<file path="src/rtl/game_pkg.sv">
// Shared types for the play-flow controller. The HUD and renderer decode
// state_o using game_state_t, so the encoding below is part of the interface.
//   game_state_t    : MENU, COUNTDOWN, PLAY, PAUSE, OVER, WIN (3-bit)
//   counts_frames() : states in which the per-second frame counter runs
//   keeps_phase()   : transitions that keep the frame counter (pause/resume)
package game_pkg;

  typedef enum logic [2:0] {
    MENU      = 3'd0,
    COUNTDOWN = 3'd1,
    PLAY      = 3'd2,
    PAUSE     = 3'd3,
    OVER      = 3'd4,
    WIN       = 3'd5
  } game_state_t;

  function automatic logic counts_frames(input game_state_t s);
    return (s == COUNTDOWN) || (s == PLAY) || (s == OVER) || (s == WIN);
  endfunction

  // Pausing and resuming must not lose the partial second already played.
  function automatic logic keeps_phase(input game_state_t from_s,
                                       input game_state_t to_s);
    return ((from_s == PLAY) && (to_s == PAUSE)) ||
           ((from_s == PAUSE) && (to_s == PLAY));
  endfunction

endpackage

</file>
<file path="src/rtl/frame_sec_divider.sv">
// Divides video frames into seconds.
//   Clk, Reset : clock, synchronous active-high reset
//   clear      : zero the frame counter (dominates counting)
//   enable     : count frame_tick pulses
//   frame_tick : one-cycle pulse per video frame
//   sec_tick   : combinational pulse in the cycle the counter wraps
module frame_sec_divider #(
  parameter int FRAMES_PER_SEC = 60
) (
  input  logic Clk,
  input  logic Reset,
  input  logic clear,
  input  logic enable,
  input  logic frame_tick,
  output logic sec_tick
);

  localparam int CW = (FRAMES_PER_SEC > 1) ? $clog2(FRAMES_PER_SEC) : 1;
  localparam logic [CW-1:0] LAST = CW'(FRAMES_PER_SEC - 1);

  logic [CW-1:0] frame_cnt;

  // Same-cycle pulse so the controller can act on the wrapping frame itself.
  assign sec_tick = enable & frame_tick & (frame_cnt == LAST);

  always_ff @(posedge Clk) begin
    if (Reset || clear) begin
      frame_cnt <= '0;
    end else if (enable && frame_tick) begin
      frame_cnt <= sec_tick ? '0 : frame_cnt + CW'(1);
    end
  end

endmodule

</file>
<file path="src/rtl/game_session_sequencer.sv">
// Play-flow controller: menu, per-level countdown, timed play, pause and
// result screens. All timing is in video frames via frame_sec_divider.
//   Clk, Reset                : clock, synchronous active-high reset
//   frame_tick                : one pulse per video frame
//   start_key, pause_key      : level keys, rising edge acts
//   fire_dead, ice_dead       : hazard contact (level)
//   fire_at_door, ice_at_door : actor on its exit door (level)
//   state_o                   : current game_state_t (also the FSM debug view)
//   revive                    : one-cycle pulse to reload spawn positions
//   freeze                    : 1 while not in PLAY
//   level, countdown, time_left : HUD values
module game_session_sequencer
  import game_pkg::*;
#(
  parameter int FRAMES_PER_SEC  = 60,
  parameter int COUNTDOWN_SEC   = 3,
  parameter int TIME_LIMIT_SEC  = 300,
  parameter int RESULT_HOLD_SEC = 3,
  parameter int NUM_LEVELS      = 3,
  parameter int LEVEL_W         = 2,
  parameter int TIME_W          = 9
) (
  input  logic               Clk,
  input  logic               Reset,
  input  logic               frame_tick,
  input  logic               start_key,
  input  logic               pause_key,
  input  logic               fire_dead,
  input  logic               ice_dead,
  input  logic               fire_at_door,
  input  logic               ice_at_door,
  output game_state_t        state_o,
  output logic               revive,
  output logic               freeze,
  output logic [LEVEL_W-1:0] level,
  output logic [1:0]         countdown,
  output logic [TIME_W-1:0]  time_left
);

  localparam int HOLD_W = $clog2(RESULT_HOLD_SEC + 1);
  localparam logic [1:0]         CD_LOAD    = 2'(COUNTDOWN_SEC);
  localparam logic [TIME_W-1:0]  TIME_LOAD  = TIME_W'(TIME_LIMIT_SEC);
  localparam logic [HOLD_W-1:0]  HOLD_LAST  = HOLD_W'(RESULT_HOLD_SEC - 1);
  localparam logic [LEVEL_W-1:0] LEVEL_LAST = LEVEL_W'(NUM_LEVELS - 1);

  game_state_t        state, state_n;
  logic [1:0]         countdown_n;
  logic [TIME_W-1:0]  time_left_n;
  logic [LEVEL_W-1:0] level_n;
  logic [HOLD_W-1:0]  hold_cnt, hold_n;
  logic               revive_n;

  logic start_q, pause_q, keys_armed;
  logic start_edge, pause_edge;
  logic sec_tick, div_clear, div_enable, hold_done;

  // keys_armed masks the first cycle after reset, so a key already held
  // while Reset was asserted never turns into a start or pause.
  assign start_edge = start_key & ~start_q & keys_armed;
  assign pause_edge = pause_key & ~pause_q & keys_armed;

  assign div_enable = counts_frames(state);
  assign div_clear  = (state == MENU) ||
                      ((state_n != state) && !keeps_phase(state, state_n));
  assign hold_done  = sec_tick && (hold_cnt == HOLD_LAST);
  assign state_o    = state;

  frame_sec_divider #(
    .FRAMES_PER_SEC(FRAMES_PER_SEC)
  ) u_sec_div (
    .Clk       (Clk),
    .Reset     (Reset),
    .clear     (div_clear),
    .enable    (div_enable),
    .frame_tick(frame_tick),
    .sec_tick  (sec_tick)
  );

  always_ff @(posedge Clk) begin
    if (Reset) begin
      state      <= MENU;
      level      <= '0;
      countdown  <= '0;
      time_left  <= '0;
      revive     <= 1'b0;
      freeze     <= 1'b1;
      hold_cnt   <= '0;
      start_q    <= 1'b0;
      pause_q    <= 1'b0;
      keys_armed <= 1'b0;
    end else begin
      state      <= state_n;
      level      <= level_n;
      countdown  <= countdown_n;
      time_left  <= time_left_n;
      revive     <= revive_n;
      freeze     <= (state_n != PLAY);
      hold_cnt   <= hold_n;
      start_q    <= start_key;
      pause_q    <= pause_key;
      keys_armed <= 1'b1;
    end
  end

  always_comb begin
    state_n     = state;
    countdown_n = countdown;
    time_left_n = time_left;
    level_n     = level;
    hold_n      = hold_cnt;
    revive_n    = 1'b0;
    case (state)
      MENU: begin
        if (start_edge) begin
          state_n     = COUNTDOWN;
          countdown_n = CD_LOAD;
        end
      end
      COUNTDOWN: begin
        if (sec_tick) begin
          if (countdown == 2'd1) begin
            state_n     = PLAY;
            countdown_n = '0;
            time_left_n = TIME_LOAD;
            revive_n    = 1'b1;
          end else begin
            countdown_n = countdown - 2'd1;
          end
        end
      end
      PLAY: begin
        // Death outranks everything, so touching a hazard on the door loses.
        if (fire_dead || ice_dead) begin
          state_n = OVER;
          hold_n  = '0;
        end else if (sec_tick && (time_left == TIME_W'(1))) begin
          state_n     = OVER;
          time_left_n = '0;
          hold_n      = '0;
        end else if (fire_at_door && ice_at_door) begin
          state_n = WIN;
          hold_n  = '0;
        end else if (pause_edge) begin
          state_n = PAUSE;
        end else if (sec_tick) begin
          time_left_n = time_left - TIME_W'(1);
        end
      end
      PAUSE: begin
        if (pause_edge) begin
          state_n = PLAY;
        end
      end
      OVER: begin
        if (start_edge || hold_done) begin
          state_n     = COUNTDOWN;
          countdown_n = CD_LOAD;
        end else if (sec_tick) begin
          hold_n = hold_cnt + HOLD_W'(1);
        end
      end
      WIN: begin
        if (start_edge || hold_done) begin
          if (level == LEVEL_LAST) begin
            state_n = MENU;
            level_n = '0;
          end else begin
            state_n     = COUNTDOWN;
            level_n     = level + LEVEL_W'(1);
            countdown_n = CD_LOAD;
          end
        end else if (sec_tick) begin
          hold_n = hold_cnt + HOLD_W'(1);
        end
      end
      default: state_n = MENU;
    endcase
  end

endmodule
</file>
<file path="config.mk">
export PLATFORM = sky130hd
export DESIGN_NAME = game_session_sequencer
export DESIGN_NICKNAME = d
export VERILOG_FILES = /design/src/rtl/game_pkg.sv /design/src/rtl/frame_sec_divider.sv /design/src/rtl/game_session_sequencer.sv
export SDC_FILE = /design/constraint.sdc
export NUM_CORES = 1
export LEC_CHECK = 0
export CAP_MARGIN = 20
export CORE_ASPECT_RATIO = 2
export CORE_UTILIZATION = 40
export CTS_CLUSTER_DIAMETER = 40
export DETAILED_ROUTE_END_ITERATION = 10
export HOLD_SLACK_MARGIN = 0.03
export SYNTH_ARGS = -nofsm -noshare
export SYNTH_HDL_FRONTEND = slang
export SYNTH_SLANG_ARGS = --single-unit
export TNS_END_PERCENT = 100
</file>
<file path="constraint.sdc">
create_clock -name Clk -period 2 [get_ports Clk]
set_input_delay 0.4 -clock Clk [delete_from_list [all_inputs] [get_ports Clk]]
set_output_delay 0.4 -clock Clk [all_outputs]
set_load 0.05 [all_outputs]
</file>
Word-level counts from Yosys, hierarchy flattened
Index checks and enable logic that the tools add are counted.

operators by class
  add/subtract/negate cells = 5
  equality and inequality tests = 27
  muxes and demuxes = 37
  bitwise operators = 10
  reduce and logical (&&, ||, !) cells = 26

operators with widths
  operator                                                number
  2-to-1 mux 9 bit                                        7
  2-to-1 mux 3 bit                                        10
  2-to-1 mux 2 bit                                        12
  case mux 3 bit (6 select lines)                         1
  case mux 9 bit (2 select lines)                         1
  equality test 3 x 2 -> 1 bit (second input constant)    4
  inequality test 2 bit (second input constant)           5
  equality test 9 x 1 -> 1 bit (second input constant)    1
  inequality test 3 x 2 -> 1 bit (second input constant)  3
  subtractor 9 x 1 -> 9 bit (second input constant)       1
  logical OR 1 bit                                        8
  inequality test 2 x 1 -> 1 bit (second input constant)  4
  case mux 2 bit (4 select lines)                         1
  logical AND 1 bit                                       7
  AND reduction 7 bit                                     1
  adder 6 x 1 -> 6 bit (second input constant)            1
  AND 1 bit                                               6
  equality test 3 bit (second input constant)             2
  equality test 6 bit (second input constant)             1
  2-to-1 mux 6 bit                                        1
  AND reduction 6 bit                                     1
  adder 2 x 1 -> 2 bit (second input constant)            2
  equality test 2 bit (second input constant)             2
  inequality test 4 x 1 -> 1 bit (second input constant)  1
  16 further kinds                                        22

storage, ports and cells
  flip-flop bits (word level) = 29
  input bits = 9
  output and inout port bits = 18
  word-level logic and storage cells = 116

Depth between registers and ports, before layout
Gate-level depths: netlist of run 1.

  depth after elaboration = 17
  gate-level depth with buffers = 8
  depth with buffers taken out = 7

Hierarchy
A second synthesis of run 1 with hierarchy kept.

second synthesis, totals
  cell total of the unflattened synthesis = 201
  area total of the unflattened synthesis = 1614.0 um^2

modules (own cells, without submodules)
  module                  instances  cells an instance  area an instance (um^2)  sequential area each (um^2)
  game_session_sequencer  1          162                1292.5                   460.4
  frame_sec_divider       1          39                 321.6                    120.1

Worst setup path after synthesis of run 1
OpenSTA, ideal clock, no wires.

  path kind = reg-to-reg
  from = register time_left[0]
  to = register time_left[3]
  setup time = 0.092 ns
  data arrival time = 2.304 ns
  data required time = 1.908 ns
  slack = -0.396 ns
  stages on the path, launching flop included = 8
  buffers on the path = 1
  period minus slack after synthesis = 2.396 ns
  path through = dfxtp_1 ha_1 or4b_1 nor2_2 a31oi_1 buf_6 or2_4 o32ai_1

between the ends
  cells in the longest elaborated chain, start to end = 7
  elaborated cells between the ends (all ways) = 13
  those cells by class = 1 x add/sub; 4 x eq/ne; 6 x mux; 2 x reduce/logical

RTL lines
  what                             line                           text
  start: declaration               game_session_sequencer.sv:37   output logic [TIME_W-1:0] time_left
  start signal: assignment         game_session_sequencer.sv:95   time_left <= time_left_n;
  subtractor 9 x 1 -> 9 bit        game_session_sequencer.sv:146  time_left_n = time_left - TIME_W'(1);
  2-to-1 mux 9 bit                 game_session_sequencer.sv:145  end else if (sec_tick) begin
  2-to-1 mux 9 bit                 game_session_sequencer.sv:143  end else if (pause_edge) begin
  2-to-1 mux 9 bit                 game_session_sequencer.sv:140  end else if (fire_at_door && ice_at_door) begin
  2-to-1 mux 9 bit                 game_session_sequencer.sv:136  end else if (sec_tick && (time_left == TIME_W'(1))) begin
  2-to-1 mux 9 bit                 game_session_sequencer.sv:133  if (fire_dead || ice_dead) begin
  case mux 9 bit (2 select lines)  game_session_sequencer.sv:112  case (state)

Several ways; a longest one is shown, not always the timed one. The select of a mux whose other input is x is not followed.
A chain may end at the register's enable or synchronous reset.

Worst setup path after layout of run 1
  from = register time_left[1]
  to = register time_left[1]

Same word-level chain as after synthesis.

==> run metrics, run 1 <==
Pleak=1.11 nW; Critical Path RT=2.20 ns; highest metal used=met4; Place WS=-0.356 ns; Synth area leaders=dfxtp_1, a21oi_1, o21ai_0; root buffer cell=clkbuf_8; Worst Min Path Start=hold_cnt[1]; hold crit path type=flop to flop; register area=604 µm²; routed via count=2,070; Syn Nets=234; Max Cap Viol=0; ANT cells=0; Comb pwr share=0.181; largest net degree at the start of global routing=23; GRT Total Usage=0.267; DR pass1 iterations=4; Hold Buf Count CTS=0; final worst slack=-0.116 ns; failing checks=setup timing; post-synthesis cell count=220; Max IR drop VDD=0.000481 V; Final HPWL DP=~4.7 mm; Syn Area/Cell=8.37 µm²; layout cells sized above 1=0.385; Synth top cells by count=dfxtp_1, a21oi_1, nand2_1; Die Span Y=97.9 µm; prevailing post-synth register cell=dfxtp_1; initial antenna violation count=0; metal3 WL=110 µm; worst rel slew slack=0.666; Post-synth ARST share=0; Synth Register Bits=29; Seq/Total Area, Yosys=0.315; vias in the first global route=about 2,100; RSZ-0062 raised after global routing=yes; worst slew pin tran=about 0.5 ns; wire length on met1=2.08 mm; hold_ws=0.497 ns; Clock Sinks=29; reg-to-reg slack, setup=-0.12 ns; most instantiated library cell after synthesis=dfxtp_1; Post-synth EDFFs=0; clock buffer count from CTS=5; NetSw=about 0.00036 W; H-tree depth=2; metal2 WL=3.66 mm; hold-critical path endpoint=hold_cnt[1]; DR DRC count=0; DRT Wirelength=slightly above 6 mm; Clock transition at path regs=0.06 ns; Final Slew Violations=0; Worst Hold Depth=2; yosys synthesis warning count=0; final net count=just over 300; Multi-input gate area=around 1400 µm²; nature of the critical path startpoint=flop; FF-to-FF path depth=7; Tmin final=2.12 ns; Synth top area share=0.315; first-pass GRT wire length=9.87 mm; starting density of the core=0.420; critical path endpoint category=flop; final worst path period share=1.06; cell taking the most area after synthesis=dfxtp_1; PD cells=457 nW/µm²; overall power=between 0.001 and 0.0015 W; internal power=approximately 0.00093 W; Critical R2R Launch=time_left[1]; row count=34; IO Count=27; Placer Congestion=0.828; Seq pwr share=0.460; die area=just under 5000 µm²; area grow syn2layout=53.4%; Worst Setup SP=time_left[1]; CP Data Arrival Time=2.32 ns; cell area after synthesis=1840 µm²; Worst R2R End=time_left[1]; core area=about 4400 µm²; Critical Path Fanout Max=7; WS Path Type=flop to flop; status=finished with violations; 1st-iter DRT viols=42; Fin. Hold Viols=0; port bufs=26; Die Wd=around 50 µm; fin util=0.644; clk buf depth=2; synth unique cells=60; TritonCTS clock tree=built; Setup violations, final=15; clock skew=0.00451 ns; worst skew pair latency=about 0.28 ns; Fillers=426; Clk pwr share=0.359; Switching Share=0.281; DRT antenna net count=0; Achievable Freq=473 MHz; DR WL/cell=17.6 µm; Via density=5.91; GRT Residual Overflow=0
## layer usage
metal	vias up	global-route usage
li1	996	-
met1	998	0.232
met2	55	0.532
met3	21	0.0265
met4	0	0.180
met5	-	0
## stage by stage
stage                     TNS, ns  cell area (µm²)  cells
after CTS                  -0.448             2740    349
after global placement      -4.38             2530    340
after global routing        -2.03             2820    350
final                      -0.590             2820    350
after detailed placement    -5.27             2530    340
after floorplan            -0.205             1910    220
## flip-flops by register name, indices dropped and copies added (netlist names), 2 cells and up
register	flops
countdown	2
hold_cnt	2
time_left	9
state_o	3
u_sec_div.frame_cnt	6
level	2
## kinds of logic after synthesis
| logic type | count (synthesis) | share of synthesized area |
|---|---|---|
| AO/OA/AOI/OAI | 73 | 0.273 |
| adder cells (fa/ha/maj) | 5 | 0.0340 |
| buffers and inverters | 21 | 0.0632 |
| AND/OR/NAND/NOR | 85 | 0.278 |
| XOR/XNOR | 3 | 0.0143 |
| flip-flops | 29 | 0.315 |
| multiplexers | 4 | 0.0224 |
## power by group through the flow
stage,Clock [W],Sequential [W],Combinational (W)
2_1_floorplan,0,0.000633,0.0000915
3_3_place_gp,0,0.000606,0.000210
3_5_place_dp,0,0.000606,0.000211
4_1_cts,0.000474,0.000593,0.000223
5_1_grt,0.000497,0.000595,0.000250
6_report,0.000462,0.000594,0.000233
## worst max path at each step
stage	depth (start not counted)	slack, ns	to
after floorplan	7	-0.05	time_left[3]
after global placement	8	-0.31	time_left[4]
final	7	-0.12	time_left[1]
after global routing	8	-0.15	time_left[1]
after CTS	7	-0.08	u_sec_div.frame_cnt[2]
after detailed placement	8	-0.36	time_left[6]
## cell type report
cell class                      instances  area share
Inverter                                8      0.0115
Sequential cell                        29       0.214
Clock buffer                            6      0.0257
Timing Repair Buffer                   81       0.236
Clock inverter                          2     0.00355
Tap cell                               54      0.0239
Multi-Input combinational cell        170       0.485
## layout by cell type, fill, tap and decap left out, types with 4 or more instances in the layout
master,netlist,routed
nor3_1,10,9
buf_4,0,59
a31oi_1,8,6
nor3b_1,4,4
nor2_1,10,10
nand2b_1,5,5
clkdlybuf4s50_1,0,20
ha_1,5,4
o21ai_1,1,4
o21ai_0,13,9
clkbuf_8,0,5
dfxtp_4,0,5
a21oi_1,18,15
inv_1,7,6
nand2_1,16,16
dfxtp_2,0,4
dfxtp_1,29,20
## critical path, cell delays in order, from the launching register on
cell	delay (ns)
dfxtp_4	0.35
inv_4	0.06
ha_4	0.11
or4b_4	0.50
o21ai_2	0.20
a221oi_4	0.12
or4_1	0.53
a21oi_1	0.15
## timing repair
item	4_1_cts	5_1_grt
hold endpoints to repair	0	0
pin swaps	6	6
buffers inserted	1	1
gates resized for setup	22	15
endpoints found under the setup margin	16	23
Power figures use the tool's default switching activity.
==> run 2, diff against run 1 <==
--- a/config.mk
+++ b/config.mk
@@ -6,11 +6,11 @@
 export NUM_CORES = 1
 export LEC_CHECK = 0
 export CAP_MARGIN = 20
-export CORE_ASPECT_RATIO = 2
-export CORE_UTILIZATION = 40
+export CORE_UTILIZATION = 49
 export CTS_CLUSTER_DIAMETER = 40
 export DETAILED_ROUTE_END_ITERATION = 10
 export HOLD_SLACK_MARGIN = 0.03
+export PLACE_DENSITY = 0.76
 export SYNTH_ARGS = -nofsm -noshare
 export SYNTH_HDL_FRONTEND = slang
 export SYNTH_SLANG_ARGS = --single-unit
==> run 2 against run 1 <==
  * The flow still finishes with violations (setup timing)
  * Via count increased by 2.0%
  * Final cell count decreased by 0.57%
  * Hold slack got worse by 0.011 ns
  * Critical path type unchanged
==> run metrics, run 2 (synthesized netlist as in run 1, its figures left out) <==
CP cell instances=inv_4 > ha_4 > or4b_4 > o21ai_2 > a221oi_4 > buf_4 > o21ai_0 > mux2i_2; worst slew pin tran=0.507 ns (+0.00713 ns); Tmin final=2.09 ns (-0.0247 ns); crit-path max cell delay=0.50 ns (-0.03 ns); met2 Track Usage GR=0.495 (-0.0376); clk buf depth=2 (unchanged); IO Count=27 (unchanged); WS Path Type=flop to flop; GR Layer Usage met3=0.0670 (+0.0405); root buffer cell=clkbuf_8; nature of the critical path startpoint=flop; Critical Path Fanout Max=7 (unchanged); DRT antenna net count=0 (unchanged); largest net degree at the start of global routing=23 (unchanged); Seq pwr share=0.451 (-0.009); DR pass1 iterations=4 (unchanged); CP Data Arrival Time=2.26 ns (-0.06 ns); GRT Residual Overflow=0 (unchanged); Critical Path RT=2.16 ns (-0.04 ns); overall power=0.00132 W (+2.1%); Top Usage Layer GRT=met2; NetSw=0.000391 W (+8.0%); DR DRC count=0 (unchanged); met1 Use GR=0.333 (+0.101); worst skew pair latency=0.29 ns (about the same); layout cells sized above 1=0.401 (+0.0155); final worst path period share=1.05 (-0.0123); Placer Congestion=0.926 (+12%); final net count=315 (+1.9%); internal power=0.000926 W (-0.12%); DRT Wirelength=6.05 mm (-1.8%); port bufs=26 (unchanged); 1st-iter DRT viols=177 (+320%); Setup violations, final=12 (-3); die area=4000 µm² (-18%); delay-heaviest family, CP=compound AO/OA/AOI/OAI gates; Fin. Hold Viols=0 (unchanged); vias in the first global route=1,970 (-7.1%); Comb pwr share=0.169 (-0.012); hold crit path type=flop to flop; DR WL/cell=17.4 µm (-1.2%); PD cells=457 nW/µm² (about the same); failing checks=setup timing; Clock Sinks=29 (unchanged); critical path endpoint category=flop; routed via count=2,111 (+2.0%); area grow syn2layout=56.6%; GRT Total Usage=0.294 (+0.0269); crit path buf inv count=2 (+1); final worst slack=-0.0913 ns (+0.0247 ns); Final Slew Violations=0 (unchanged); cell area after layout=2880 µm² (+2.1%); status=finished with violations; core area=3470 µm² (-21%); Clock transition at path regs=0.07 ns (about the same); first-pass GRT wire length=9.05 mm (-8.3%); clock buffer count from CTS=5 (unchanged); H-tree depth=2 (unchanged); Via density=6.07 (+2.6%); RSZ-0062 raised after global routing=yes; Max Cap Viol=0 (unchanged); Post-Layout Cell Count=348 (-0.57%); Fillers=223 (-48%); Clk pwr share=0.381 (+0.022); worst rel slew slack=0.661 (-0.00426); largest reg by FF count=time_left; most common cell after layout, fill and taps aside=buf_4; starting density of the core=0.531 (+0.111); number of flip-flops in the largest register=9 (unchanged); Pleak=1.21 nW (+8.7%); Final HPWL DP=4.08 mm (-12%); Max IR drop VDD=0.000294 V (-39%); ANT cells=0 (unchanged); Die Span Y=63.3 µm (-35%); critical path's slowest cell=or4b_4; Achievable Freq=478 MHz (+1.2%); Post-Place Cells=335 (-1.5%); Switching Share=0.297 (+0.0160); TritonCTS clock tree=built; Post-Place Cell Area=2560 µm² (+0.99%); row count=21 (-38%); clock skew=0.00723 ns (+0.00273 ns); Die Wd=63.3 µm (+27%); initial antenna violation count=0 (unchanged); most frequent cells in the layout=buf_4, dfxtp_1, nand2_1, clkdlybuf4s50_1, a21oi_1
-- run 2: cell type report --
type,instances,area (µm²),share of cell area
inverter,8,32.5,0.0113
sequential,29,607,0.211
tap,46,57.6,0.0200
clock buffer,5,68.8,0.0239
multi-input combinational,170,1340,0.465
clock inverter,3,21.3,0.00738
timing repair buffer,87,753,0.261
-- run 2: path summary, 6_finish.rpt --
check,start,end,slack [ns],cells after the start
hold / removal,hold_cnt[1],hold_cnt[1],0.49,2
setup reg to reg,time_left[1],time_left[0],-0.09,8
setup / recovery,time_left[1],time_left[0],-0.09,8
hold reg to reg,hold_cnt[1],hold_cnt[1],0.49,2
-- run 2: power by group through the flow --
| stage | Combinational, W | Sequential (W) | Clock, W |
|---|---|---|---|
| finish | 0.000222 | 0.000593 | 0.000502 |
| global route | 0.000237 | 0.000595 | 0.000530 |
| CTS | 0.000206 | 0.000593 | 0.000500 |
| detailed placement | 0.000204 | 0.000606 | 0 |
| global placement | 0.000202 | 0.000605 | 0 |
| floorplan | 0.0000915 | 0.000633 | 0 |
-- run 2: worst register-to-register path: stages, from the launching register on --
cell	delay [ns]
dfxtp_4	0.35
inv_4	0.06
ha_4	0.12
or4b_4	0.50
o21ai_2	0.20
a221oi_4	0.11
buf_4	0.18
o21ai_0	0.31
mux2i_2	0.13
-- run 2: stage by stage --
| stage | setup TNS, ns | setup slack [ns] | utilization | hold WS (ns) |
|---|---|---|---|---|
| final | -0.400 | -0.0913 | 0.831 | 0.486 |
| after global routing | -1.47 | -0.157 | 0.831 | 0.511 |
| after CTS | -0.319 | -0.0848 | 0.772 | 0.489 |
| after detailed placement | -6.43 | -0.418 | 0.738 | 0.475 |
| after global placement | -5.02 | -0.301 | 0.738 | 0.467 |
| after floorplan | -0.205 | -0.0500 | - | 0.453 |
-- run 2: routing by layer --
layer	wire length (µm)	share of wire
met1	2450	0.41
met2	3060	0.51
met3	358	0.059
met4	182	0.030
met5	0	0
-- run 2: timing repair --
action | CTS | global route
gates resized for setup | 8 | 38
pin swaps | 2 | 11
hold endpoints to repair | 0 | 0
hold buffers | 0 | 0
endpoints found under the setup margin | 18 | 28
buffers inserted | 1 | 5
==> run 3, diff against run 2 <==
--- a/config.mk
+++ b/config.mk
@@ -11,6 +11,7 @@
 export DETAILED_ROUTE_END_ITERATION = 10
 export HOLD_SLACK_MARGIN = 0.03
 export PLACE_DENSITY = 0.76
+export REMOVE_ABC_BUFFERS = 1
 export SYNTH_ARGS = -nofsm -noshare
 export SYNTH_HDL_FRONTEND = slang
 export SYNTH_SLANG_ARGS = --single-unit
==> run 3 against run 2 <==
  * The flow still finishes with violations (setup timing)
  * Critical path depth rose by 1
  * Hold slack better by 0.019 ns
  * First-iteration DRC count increased by 56%
  * Combinational power grew 14%
  * Final area rose by 1.8%
  * Clock-buffer cell count stayed put
  * Highest routed layer unchanged
  * Flip-flop and latch count did not move
  * Maximum frequency about the same
  * Die area unchanged
  * Largest power group unchanged
  * Via count up 7.8%
==> run metrics, run 3 (synthesized netlist as in run 1, its figures left out) <==
Fillers=193 (-13%); Tmin final=2.09 ns (+0.00204 ns); most common cell after layout, fill and taps aside=buf_4; FF-to-FF path depth=9 (+1); DRT Wirelength=6.88 mm (+14%); RSZ-0062 raised after global routing=yes; WS Path Type=flop to flop; Worst R2R End=time_left[2]; DRT antenna net count=0 (unchanged); number of flip-flops in the largest register=9 (unchanged); Multi-input gate area=1390 µm² (+3.8%); final net count=315 (unchanged); ANT cells=0 (unchanged); CP Data Arrival Time=2.26 ns (about the same); Pleak=1.17 nW (-2.9%); Post-Place Cells=334 (-0.30%); Post-Layout Cell Count=348 (unchanged); Worst Hold Depth=2 (unchanged); worst slew pin tran=0.504 ns (-0.00353 ns); Via density=6.54 (+7.8%); met1 Use GR=0.381 (+0.0480); largest reg by FF count=time_left; met2 Track Usage GR=0.474 (-0.0202); clock skew=0.00526 ns (-0.00197 ns); DR WL/cell=19.8 µm (+14%); first-pass GRT wire length=9.07 mm (+0.31%); hold crit path type=flop to flop; clk buf depth=2 (unchanged); final worst path period share=1.05 (about the same); layout cells sized above 1=0.411 (+0.00993); register area=597 µm² (-1.6%); Top Usage Layer GRT=met2; nature of the critical path startpoint=flop; 1st-iter DRT viols=276 (+56%); Fin. Hold Viols=0 (unchanged); port bufs=26 (unchanged); overall power=0.00134 W (+1.9%); DR pass1 iterations=5 (+1); Critical Path Fanout Max=3 (-4); PD cells=458 nW/µm² (about the same); worst rel slew slack=0.664 (+0.00236); area grow syn2layout=59.4%; GRT Total Usage=0.292 (-0.00213); vias in the first global route=1,837 (-6.8%); largest net degree at the start of global routing=17 (-26%); Final Slew Violations=0 (unchanged); status=finished with violations; IO Count=27 (unchanged); Max Cap Viol=0 (unchanged); Critical Path RT=2.17 ns (about the same); H-tree depth=2 (unchanged); final worst slack=-0.0933 ns (-0.00204 ns); Achievable Freq=478 MHz (about the same); row count=21 (unchanged); DR DRC count=0 (unchanged); most frequent cells in the layout=buf_4, dfxtp_1, clkdlybuf4s50_1; Clock transition at path regs=0.07 ns (about the same); routed via count=2,276 (+7.8%); Setup violations, final=10 (-2); hold-critical path endpoint=hold_cnt[1]; failing checks=setup timing; TritonCTS clock tree=built; worst skew pair latency=0.29 ns (about the same); Placer Congestion=0.877 (-5.4%); GR Layer Usage met3=0.0598 (-0.00725); core area=3470 µm² (unchanged); initial antenna violation count=0 (unchanged); starting density of the core=0.531 (unchanged); GRT Residual Overflow=0 (unchanged); root buffer cell=clkbuf_8; clock buffer count from CTS=5 (unchanged); Die Span Y=63.3 µm (unchanged); critical path endpoint category=flop; Max IR drop VDD=0.000481 V (+63%); reg-to-reg slack, setup=-0.09 ns (about the same); die area=4000 µm² (unchanged); Die Wd=63.3 µm (unchanged); Worst Min Path Start=hold_cnt[1]; Critical R2R Launch=time_left[1]; Clock Sinks=29 (unchanged); Final HPWL DP=3.77 mm (-7.6%)
[run 3: final cells by class]
cell class                 instances  share of cell area
multi-input combinational        170               0.475
timing repair buffer              87               0.263
sequential                        29               0.203
clock buffer                       5              0.0235
tap                               46              0.0196
inverter                           8              0.0102
clock inverter                     3             0.00597
[run 3: worst max-delay path by stage]
stage            startpoint            to  slack [ns]
6_report       time_left[1]  time_left[2]       -0.09
5_1_grt        time_left[1]  time_left[2]       -0.15
4_1_cts          state_o[0]  time_left[1]      -0.003
3_5_place_dp     frame_tick  time_left[7]       -0.38
3_3_place_gp     frame_tick  time_left[4]       -0.28
2_1_floorplan    state_o[2]  time_left[1]       -0.94
[run 3: stage by stage]
step	hold slack, ns	utilization	worst slack [ns]	area (µm²)	TNS [ns]
floorplan	0.447	-	-0.935	1750	-14.07
global placement	0.477	0.721	-0.282	2500	-4.18
detailed placement	0.487	0.721	-0.383	2500	-5.19
CTS	0.489	0.780	-0.00346	2710	-0.00346
global route	0.529	0.846	-0.151	2930	-1.30
finish	0.505	0.846	-0.0933	2930	-0.343
[run 3: critical path: stages, from the launching register on]
cell	delay (ns)
dfxtp_2	0.33
inv_2	0.07
ha_4	0.12
or4b_4	0.52
nor2_4	0.14
buf_4	0.16
buf_4	0.12
a21oi_1	0.10
o311ai_1	0.28
o31ai_1	0.13
[run 3: per-layer routing]
layer	up-vias	wire, µm
met5	-	0
met4	0	289
met3	40	621
met2	159	3270
met1	1068	2700
li1	1009	-
[run 3: power by group]
| group | switching [W] | leakage, nW | internal (W) | total (W) |
|---|---|---|---|---|
| clock | 0.000252 | 0.0439 | 0.000240 | 0.000491 |
| combinational | 0.000143 | 0.889 | 0.000111 | 0.000254 |
| sequential | 0.00000956 | 0.240 | 0.000587 | 0.000597 |
[run 3: timing repair]
action                     4_1_cts  5_1_grt
pin swaps                       10       16
gates cloned                     0        0
setup endpoints to repair       19       25
resized for setup               29       48
hold buffers                     0        0
setup buffers                    2        4
